==> src/rtl/lu_pkg.sv <==
// Shared op-code constants and FSM state encoding for the arbitrated logic unit.
package lu_pkg;

  localparam logic [2:0] OP_AND     = 3'd0;
  localparam logic [2:0] OP_OR      = 3'd1;
  localparam logic [2:0] OP_NOT     = 3'd2;
  localparam logic [2:0] OP_NAND    = 3'd3;
  localparam logic [2:0] OP_NOR     = 3'd4;
  localparam logic [2:0] OP_XOR     = 3'd5;
  localparam logic [2:0] OP_XNOR    = 3'd6;
  localparam logic [2:0] OP_ILLEGAL = 3'd7;

  typedef enum logic [1:0] {
    IDLE = 2'd0,
    EXEC = 2'd1,
    RESP = 2'd2
  } state_t;

endpackage

==> src/rtl/lu_core.sv <==
// Purely combinational bitwise operation unit; op 7 yields zero with err set.
module lu_core
  import lu_pkg::*;
#(
  parameter int WIDTH = 8
) (
  input  logic [2:0]       op,
  input  logic [WIDTH-1:0] a,
  input  logic [WIDTH-1:0] b,
  output logic [WIDTH-1:0] y,
  output logic             err
);

  always_comb begin
    y   = '0;
    err = 1'b0;
    case (op)
      OP_AND:  y = a & b;
      OP_OR:   y = a | b;
      OP_NOT:  y = ~a;
      OP_NAND: y = ~(a & b);
      OP_NOR:  y = ~(a | b);
      OP_XOR:  y = a ^ b;
      OP_XNOR: y = ~(a ^ b);
      default: err = 1'b1;
    endcase
  end

endmodule

==> src/rtl/logic_unit_arbiter.sv <==
// Two-requester round-robin front end for lu_core: IDLE grants, EXEC computes,
// RESP holds the result until the downstream handshake.
module logic_unit_arbiter
  import lu_pkg::*;
#(
  parameter int WIDTH = 8
) (
  input  logic             clk,
  input  logic             rst_n,
  input  logic [1:0]       req_valid,
  output logic [1:0]       req_ready,
  input  logic [2:0]       req_op0,
  input  logic [2:0]       req_op1,
  input  logic [WIDTH-1:0] req_a0,
  input  logic [WIDTH-1:0] req_b0,
  input  logic [WIDTH-1:0] req_a1,
  input  logic [WIDTH-1:0] req_b1,
  output logic             res_valid,
  input  logic             res_ready,
  output logic [WIDTH-1:0] res_data,
  output logic             res_id,
  output logic             res_err,
  output logic             busy
);

  state_t           state;
  logic             prio;
  logic [1:0]       grant;
  logic             win;
  logic [2:0]       op_p0;
  logic [WIDTH-1:0] a_p0;
  logic [WIDTH-1:0] b_p0;
  logic             id_p0;
  logic [WIDTH-1:0] y;
  logic             err;

  // Grant is combinational so the winner sees ready in the same IDLE cycle.
  always_comb begin
    grant = 2'b00;
    win   = prio;
    if (state == IDLE) begin
      case (req_valid)
        2'b01: begin win = 1'b0; grant = 2'b01; end
        2'b10: begin win = 1'b1; grant = 2'b10; end
        2'b11: begin win = prio; grant = prio ? 2'b10 : 2'b01; end
        default: ;
      endcase
    end
  end

  assign req_ready = grant;
  assign busy      = (state != IDLE);

  // Stage p0: operand capture on the accept edge; held through EXEC.
  always_ff @(posedge clk) begin
    if (|grant) begin
      op_p0 <= win ? req_op1 : req_op0;
      a_p0  <= win ? req_a1  : req_a0;
      b_p0  <= win ? req_b1  : req_b0;
      id_p0 <= win;
    end
  end

  lu_core #(.WIDTH(WIDTH)) u_core (
    .op  (op_p0),
    .a   (a_p0),
    .b   (b_p0),
    .y   (y),
    .err (err)
  );

  // Stage p1: result registers, loaded in EXEC and held through RESP.
  always_ff @(posedge clk or negedge rst_n) begin
    if (!rst_n) begin
      state     <= IDLE;
      prio      <= 1'b0;
      res_valid <= 1'b0;
      res_data  <= '0;
      res_id    <= 1'b0;
      res_err   <= 1'b0;
    end else begin
      case (state)
        IDLE: begin
          if (|grant) begin
            prio  <= ~win;
            state <= EXEC;
          end
        end
        EXEC: begin
          res_data  <= y;
          res_err   <= err;
          res_id    <= id_p0;
          res_valid <= 1'b1;
          state     <= RESP;
        end
        RESP: begin
          if (res_ready) begin
            res_valid <= 1'b0;
            state     <= IDLE;
          end
        end
        default: state <= IDLE;
      endcase
    end
  end

endmodule

==> config.mk <==
export PLATFORM = sky130hd
export DESIGN_NAME = logic_unit_arbiter
export DESIGN_NICKNAME = d
export VERILOG_FILES = /design/src/rtl/lu_pkg.sv /design/src/rtl/lu_core.sv /design/src/rtl/logic_unit_arbiter.sv
export SDC_FILE = /design/constraint.sdc
export NUM_CORES = 1
export LEC_CHECK = 0
export ABC_AREA = 1
export BUFFER_PORTS_ARGS = -buffer_cell sky130_fd_sc_hd__buf_2
export CORE_ASPECT_RATIO = 1.5
export CORE_MARGIN = 2
export CORE_UTILIZATION = 35
export DETAILED_ROUTE_END_ITERATION = 12
export GPL_TIMING_DRIVEN = 1
export PLACE_DENSITY = 0.53
export REMOVE_ABC_BUFFERS = 1
export SLEW_MARGIN = 20
export SYNTH_ARGS = -nofsm -noshare
export SYNTH_HDL_FRONTEND = slang
export SYNTH_SLANG_ARGS = --single-unit
==> constraint.sdc <==
create_clock -name clk -period 2.9 [get_ports clk]
set_input_delay 0.435 -clock clk [delete_from_list [all_inputs] [get_ports clk]]
set_output_delay 0.435 -clock clk [all_outputs]
set_load 0.05 [all_outputs]
==> results of run 1 <==
==> Yosys cell counts (2+ instances only) <==
library cell / instances / area [um^2]
inv_1: 39 / 146
ha_1: 18 / 225
buf_2: 4 / 20.0
inv_2: 4 / 15.0
nand3_2: 11 / 110
edfxtp_1: 20 / 601
dfrtp_1: 14 / 350
buf_6: 2 / 22.5
buf_4: 4 / 30.0
nor2_1: 22 / 82.6
nand4_1: 4 / 25.0
nand3_1: 21 / 105
a21oi_1: 8 / 40.0
nor2_4: 2 / 22.5
nor2_2: 2 / 12.5
nand2_1: 132 / 495
o21ai_0: 4 / 20.0
==> power groups by stage <==
stage / clock, mW / sequential (mW) / combinational (mW)
after CTS: 0.382 / 0.943 / 1.81
after global routing: 0.403 / 0.968 / 2.04
after detailed placement: 0 / 0.952 / 1.80
final: 0.364 / 0.941 / 1.78
after global placement: 0 / 0.950 / 1.78
after floorplan: 0 / 1.20 / 1.10
==> final cells by class <==
cell class,count,share of cell area
clock buffer,6,0.0293
inverter,44,0.0594
timing repair buffer,60,0.110
clock inverter,2,0.00443
multi-input combinational,230,0.425
sequential,34,0.337
tap,78,0.0346
==> cell families (layout without fill, tap and decap cells) <==
| logic type | after synthesis | count (layout) | synth area share |
|---|---|---|---|
| and+or+nand+nor | 196 | 196 | 0.366 |
| buffers and inverters | 56 | 112 | 0.107 |
| DFF | 34 | 34 | 0.395 |
| adders and majority gates | 18 | 18 | 0.0937 |
| AOI/OAI and AO/OA | 16 | 16 | 0.0380 |
==> per-layer routing <==
layer | wire (um) | global-route usage | vias to the layer above
met3 | 174 | 0.0229 | 6
li1 | - | - | 1103
met2 | 2310 | 0.237 | 46
met1 | 2190 | 0.164 | 880
met5 | 0 | 0 | -
met4 | 82 | 0.0539 | 0
==> critical path: stages (launching register included) <==
cell     delay [ps]
dfrtp_1         420
nor2_2          180
o21ai_0         210
nor2_1          140
buf_2           270
==> cell usage in the layout, fill, tap and decap left out <==
master	netlist	final
o31ai_1	1	1
nand3_1	21	21
ha_1	18	18
a21boi_0	1	1
o21ai_1	1	1
buf_4	4	4
dfrtp_1	14	14
a21oi_1	8	7
buf_2	4	56
clkinvlp_4	0	1
nand2_1	132	132
a21boi_2	1	1
clkbuf_8	1	6
nor2_8	1	1
inv_4	1	1
o21ai_0	4	4
a21oi_2	0	1
edfxtp_1	20	20
inv_1	39	39
nor2_2	2	2
inv_2	4	4
nor2_4	2	2
nor2_1	22	22
clkinv_2	0	1
nand2_2	1	1
nand3_2	11	11
nand4_1	4	4
==> per-stage QoR <==
stage          cells  hold slack, ps
3_3_place_gp     446             344
4_1_cts          454            31.9
6_report         454            28.1
2_1_floorplan    308             139
3_5_place_dp     446             346
5_1_grt          454            33.2
==> state kept, by name (all words and copies together) (netlist names) <==
register   count
state          2
res_id         1
a_p0           8
res_data       8
res_err        1
id_p0          1
b_p0           8
res_valid      1
op_p0          3
prio           1
==> worst max-delay path by stage <==
stage | end | startpoint | slack [ps]
after CTS | req_ready[0] | state[0]$_DFFE_PN0P_ | 930
after floorplan | a_p0[0]$_DFFE_PP_ | state[1]$_DFFE_PN0P_ | 670
after global placement | b_p0[3]$_DFFE_PP_ | req_valid[0] | 890
after detailed placement | b_p0[1]$_DFFE_PP_ | req_valid[0] | 860
after global routing | req_ready[1] | state[1]$_DFFE_PN0P_ | 800
final | req_ready[0] | state[1]$_DFFE_PN0P_ | 970
==> out/metrics.csv, run 1 <==
metric;value;unit
outcome;completed;
worst skew pair latency;280;ps
normalized max-slew margin;0.634;
final net count;436;
peak fanout along the critical path;4;
Post-CTS Resized;0;
Cell Area, Synth;2400;um^2
r2r setup slk;1220;ps
Gate power share;0.577;
Sink Count;34;
Max-Cap Viols;0;
hold-fix buffers at CTS;0;
grt total ovfl;0;
footprint of the multi-input gates;1200;um^2
gr usage total;0.136;
first-pass GRT wire length;8180;um
Post-synth EDFFs;20;
sw frac;0.503;
Cell variety after synth;26;
1st-iter DRT viols;64;
Core Box Area;6760;um^2
Clock Skews;3.31;ps
drt pass-1 iters;4;
port buffer count;56;
post-synthesis cell count;320;
Worst VDD drop;308;uV
Async SR Flop Fraction;0.412;
Fin Setup TNS;0;ps
worst-case reg-to-reg path depth;8;
FMAX;0.517;GHz
final worst setup slack;967;ps
DRC;0;
depth of the CTS H-tree;2;
Starting Density;0.356;
Die Y;106;um
RSZ-0062 raised after global routing;no;
IO Pins;57;
Post-CTS Setup Inserts;0;
Crit Path Category;reg2out;
vias in the first global route;1880;
Row Count;37;
Final Wtd Congestion;0.774;
Root Buffer;clkbuf_8;
dpl ws;861;ps
syn avg cell area;7.52;um^2
Routed WL;4760;um
Critical R2R Capture;b_p0[1]$_DFFE_PP_;
cts bufs inserted;5;
Min-Delay Path Class;in2async;
Placed Area;2730;um^2
share of post-route cells with drive strength above 1;0.245;
Final Critical Period;1930;ps
area grow syn2layout;17.3;%
net switching power of the design;1.55;mW
#FFs+latches synth;34;
CP Data Required Time;2470;ps
Worst Tran Pin Value;550;ps
die area;7560;um^2
Die W;71.7;um
Hold Violations, Final;0;
Seq pwr share;0.305;
Clock Power Share;0.118;
post-route antenna net violation count;0;
Fill cells;710;
clock tree from TritonCTS;done;
Int Pwr;1.53;mW
largest net degree at the start of global routing;23;
worst r2r src;state[1]$_DFFE_PN0P_;
PnR Total Power;3.08;mW
clock slew seen by the registers of the worst setup and hold paths;70;ps
fin crit share;0.667;
CP Capture Type;primary output;
Final Cell Area;2820;um^2
register area share after synthesis;0.395;
initial antenna violation count;0;
most frequently used flop master after synthesis;edfxtp_1;
detailed placement HPWL;3610;um
cell area power density;1090;nW/um^2
via count;2035;
Reg area;951;um^2
crit path DAT;1500;ps
endpoints failing setup;0;
Yosys Warn Count;0;
Max Root-Sink Buffers;2;
ant diodes;0;
Startpoint Class;flop;
Final Core Density;0.417;
Pleak;1.58;nW
wire length per cell;10.5;um
via-per-instance ratio;4.48;
Final Max Slew Viols;0;
Power figures use the tool's default switching activity.
==> run 2: changes to the inputs <==
==> constraint.sdc (replaced) <==
create_clock -name clk -period 1.85 [get_ports clk]
set_input_delay 0.2775 -clock clk [delete_from_list [all_inputs] [get_ports clk]]
set_output_delay 0.2775 -clock clk [all_outputs]
set_load 0.05 [all_outputs]
==> run 2 against run 1 <==
- flip-flop and latch count unchanged
- register-to-register slack worse by 930 ps
- combinational power grew 66%
- critical endpoint unchanged
- highest routed layer unchanged
==> out/metrics.csv, run 2 (synthesis results as in run 1) <==
metric;value;unit;change
outcome;completed;;unchanged
final worst setup slack;146;ps;was 967 ps
Reg area;951;um^2;unchanged
worst path cell trace;nor2_2 -> o21ai_1 -> nor2_1 -> buf_4;;was nor2_2 -> o21ai_0 -> nor2_1 -> buf_2
Final Wtd Congestion;0.766;;was 0.774
Final Critical Period;1700;ps;
Final Max Slew Viols;0;;unchanged
detailed placement HPWL;3800;um;was 3610 um
footprint of the multi-input gates;1200;um^2;unchanged
Critical R2R Capture;a_p0[5]$_DFFE_PP_;;was b_p0[1]$_DFFE_PP_
Core Box Area;6760;um^2;unchanged
worst path bufs/invs;1;;unchanged
endpoints failing setup;0;;unchanged
1st-iter DRT viols;93;;was 64
cell area power density;1720;nW/um^2;was 1090 nW/um^2
net switching power of the design;2.47;mW;was 1.55 mW
Worst VDD drop;548;uV;was 308 uV
IO Pins;57;;unchanged
slowest stage delay, CP;420;ps;about the same
post-route antenna net violation count;0;;unchanged
Fill cells;718;;was 710
peak fanout along the critical path;4;;unchanged
worst-case reg-to-reg path depth;7;;was 8
via count;2049;;was 2035
area grow syn2layout;19.6;%;was 17.3%
grt met2 use;0.255;;was 0.237
Hold Violations, Final;0;;unchanged
first-pass GRT wire length;8490;um;was 8180 um
hold-critical path depth;2;;
worst hold slack;198;ps;was 28.1 ps
worst skew pair latency;280;ps;about the same
PnR Total Power;4.95;mW;was 3.08 mW
cts bufs inserted;5;;unchanged
Crit-path slowest cell;dfrtp_1;;unchanged
Int Pwr;2.48;mW;was 1.53 mW
share of post-route cells with drive strength above 1;0.245;;about the same
Root Buffer;clkbuf_8;;unchanged
met3 usage;0.0210;;was 0.0229
depth of the CTS H-tree;2;;unchanged
port buffer count;56;;unchanged
Sink Count;34;;unchanged
Row Count;37;;unchanged
gr usage total;0.141;;was 0.136
hold path startpoint;res_ready;;
DRC;0;;unchanged
via-per-instance ratio;4.48;;about the same
Worst Tran Pin Value;567;ps;was 550 ps
Max Root-Sink Buffers;2;;unchanged
drt pass-1 iters;4;;unchanged
dpl ws;117;ps;was 861 ps
Clock Skews;2.80;ps;was 3.31 ps
grt total ovfl;0;;unchanged
Hold EP;state[1]$_DFFE_PN0P_;;
Min-Delay Path Class;in2reg;;was in2async
initial antenna violation count;0;;unchanged
Crit Path Category;reg2out;;unchanged
clock tree from TritonCTS;done;;unchanged
clock slew seen by the registers of the worst setup and hold paths;70;ps;about the same
CP Data Required Time;1570;ps;was 2470 ps
Seq pwr share;0.298;;was 0.305
Clock Power Share;0.106;;was 0.118
Gate power share;0.596;;was 0.577
Max-Cap Viols;0;;unchanged
Pleak;1.60;nW;was 1.58 nW
met1 usage;0.161;;was 0.164
FMAX;0.587;GHz;
most frequent cells in the layout;nand2_1 (132), buf_2 (54), inv_1 (39), nor2_1 (22), nand3_1 (21);;was nand2_1 (132), buf_2 (56), inv_1 (39), nor2_1 (22), nand3_1 (21)
normalized max-slew margin;0.622;;was 0.634
busiest grt layer;met2;;unchanged
most common cell after layout, fill and taps aside;nand2_1;;unchanged
Routed WL;4910;um;was 4760 um
vias in the first global route;1947;;was 1880
cell family contributing the most delay on the critical path;flip-flops;;unchanged
ant diodes;0;;unchanged
final net count;439;;was 436
wire length per cell;10.8;um;was 10.5 um
Starting Density;0.356;;unchanged
worst r2r src;state[1]$_DFFE_PN0P_;;unchanged
Die Y;106;um;unchanged
sw frac;0.499;;was 0.503
r2r setup slk;290;ps;was 1220 ps
Largest regs;a_p0: 8 flops, b_p0: 8 flops, res_data: 8 flops;;unchanged
CP Capture Type;primary output;;unchanged
RSZ-0062 raised after global routing;no;;unchanged
worst setup path start;state[1]$_DFFE_PN0P_;;unchanged
die area;7560;um^2;unchanged
largest net degree at the start of global routing;23;;unchanged
Startpoint Class;flop;;unchanged
Die W;71.7;um;unchanged
fin crit share;0.921;;
crit path DAT;1430;ps;was 1500 ps
## run 2: cell count changes in the layout (fill, tap and decap cells not counted), sizes merged
cell | previous run | this run
buf | 60 | 61
clkbuf | 6 | 7
clkinv | 1 | 2
clkinvlp | 1 | 0
dlygate4sd3 | 0 | 1
## run 2: worst register-to-register path, stage by stage (launching register included)
cell and delay [ps]:
dfrtp_1 420, nor2_2 190, inv_2 60, nand2_1 60, a21boi_2 240, inv_2 200, nand2_1 120, nand2_1 50
## run 2: area by class of cell
cell class	count	share of cell area
flip-flops and latches	34	0.331
clock inverters	2	0.00348
multi-input cells	230	0.417
clock buffers	6	0.0252
well taps	78	0.0339
inverters	44	0.0583
repair buffers	63	0.131
## run 2: power groups by stage
stage	Combinational, mW	Clock, mW	Sequential [mW]
finish	2.95	0.526	1.47
CTS	3.01	0.547	1.48
global route	3.34	0.573	1.52
floorplan	1.72	0	1.88
global placement	2.93	0	1.48
detailed placement	2.98	0	1.49
## run 2: worst max path at each step
stage / endpoint / slack [ps] / depth (start not counted)
2_1_floorplan: a_p0[0]$_DFFE_PP_ / -380 / 3
3_3_place_gp: op_p0[0]$_DFFE_PP_ / 160 / 9
3_5_place_dp: a_p0[5]$_DFFE_PP_ / 120 / 9
4_1_cts: req_ready[1] / 10 / 4
5_1_grt: req_ready[1] / 9 / 4
6_report: req_ready[0] / 150 / 4
## run 2: what timing repair did
item | 4_1_cts | 5_1_grt
gates resized for setup | 1 | 2
hold endpoints to repair | 14 | 0
hold buffers | 1 | 0
endpoints found under the setup margin | 1 | 2
buffers inserted | 0 | 0
## run 2: per-stage QoR
stage	util	TNS, ps	instance area (um^2)	instances
6_report	0.426	0	2880	457
5_1_grt	0.426	0	2880	457
4_1_cts	0.425	0	2870	457
3_5_place_dp	0.411	0	2780	448
3_3_place_gp	0.411	0	2780	448
2_1_floorplan	-	-9070	2310	308
## run 2: metal layers
| metal | wire length [um] | vias to the layer above |
|---|---|---|
| met5 | 0 | - |
| met4 | 87 | 0 |
| met3 | 198 | 6 |
| met2 | 2560 | 44 |
| met1 | 2070 | 888 |
| li1 | - | 1111 |
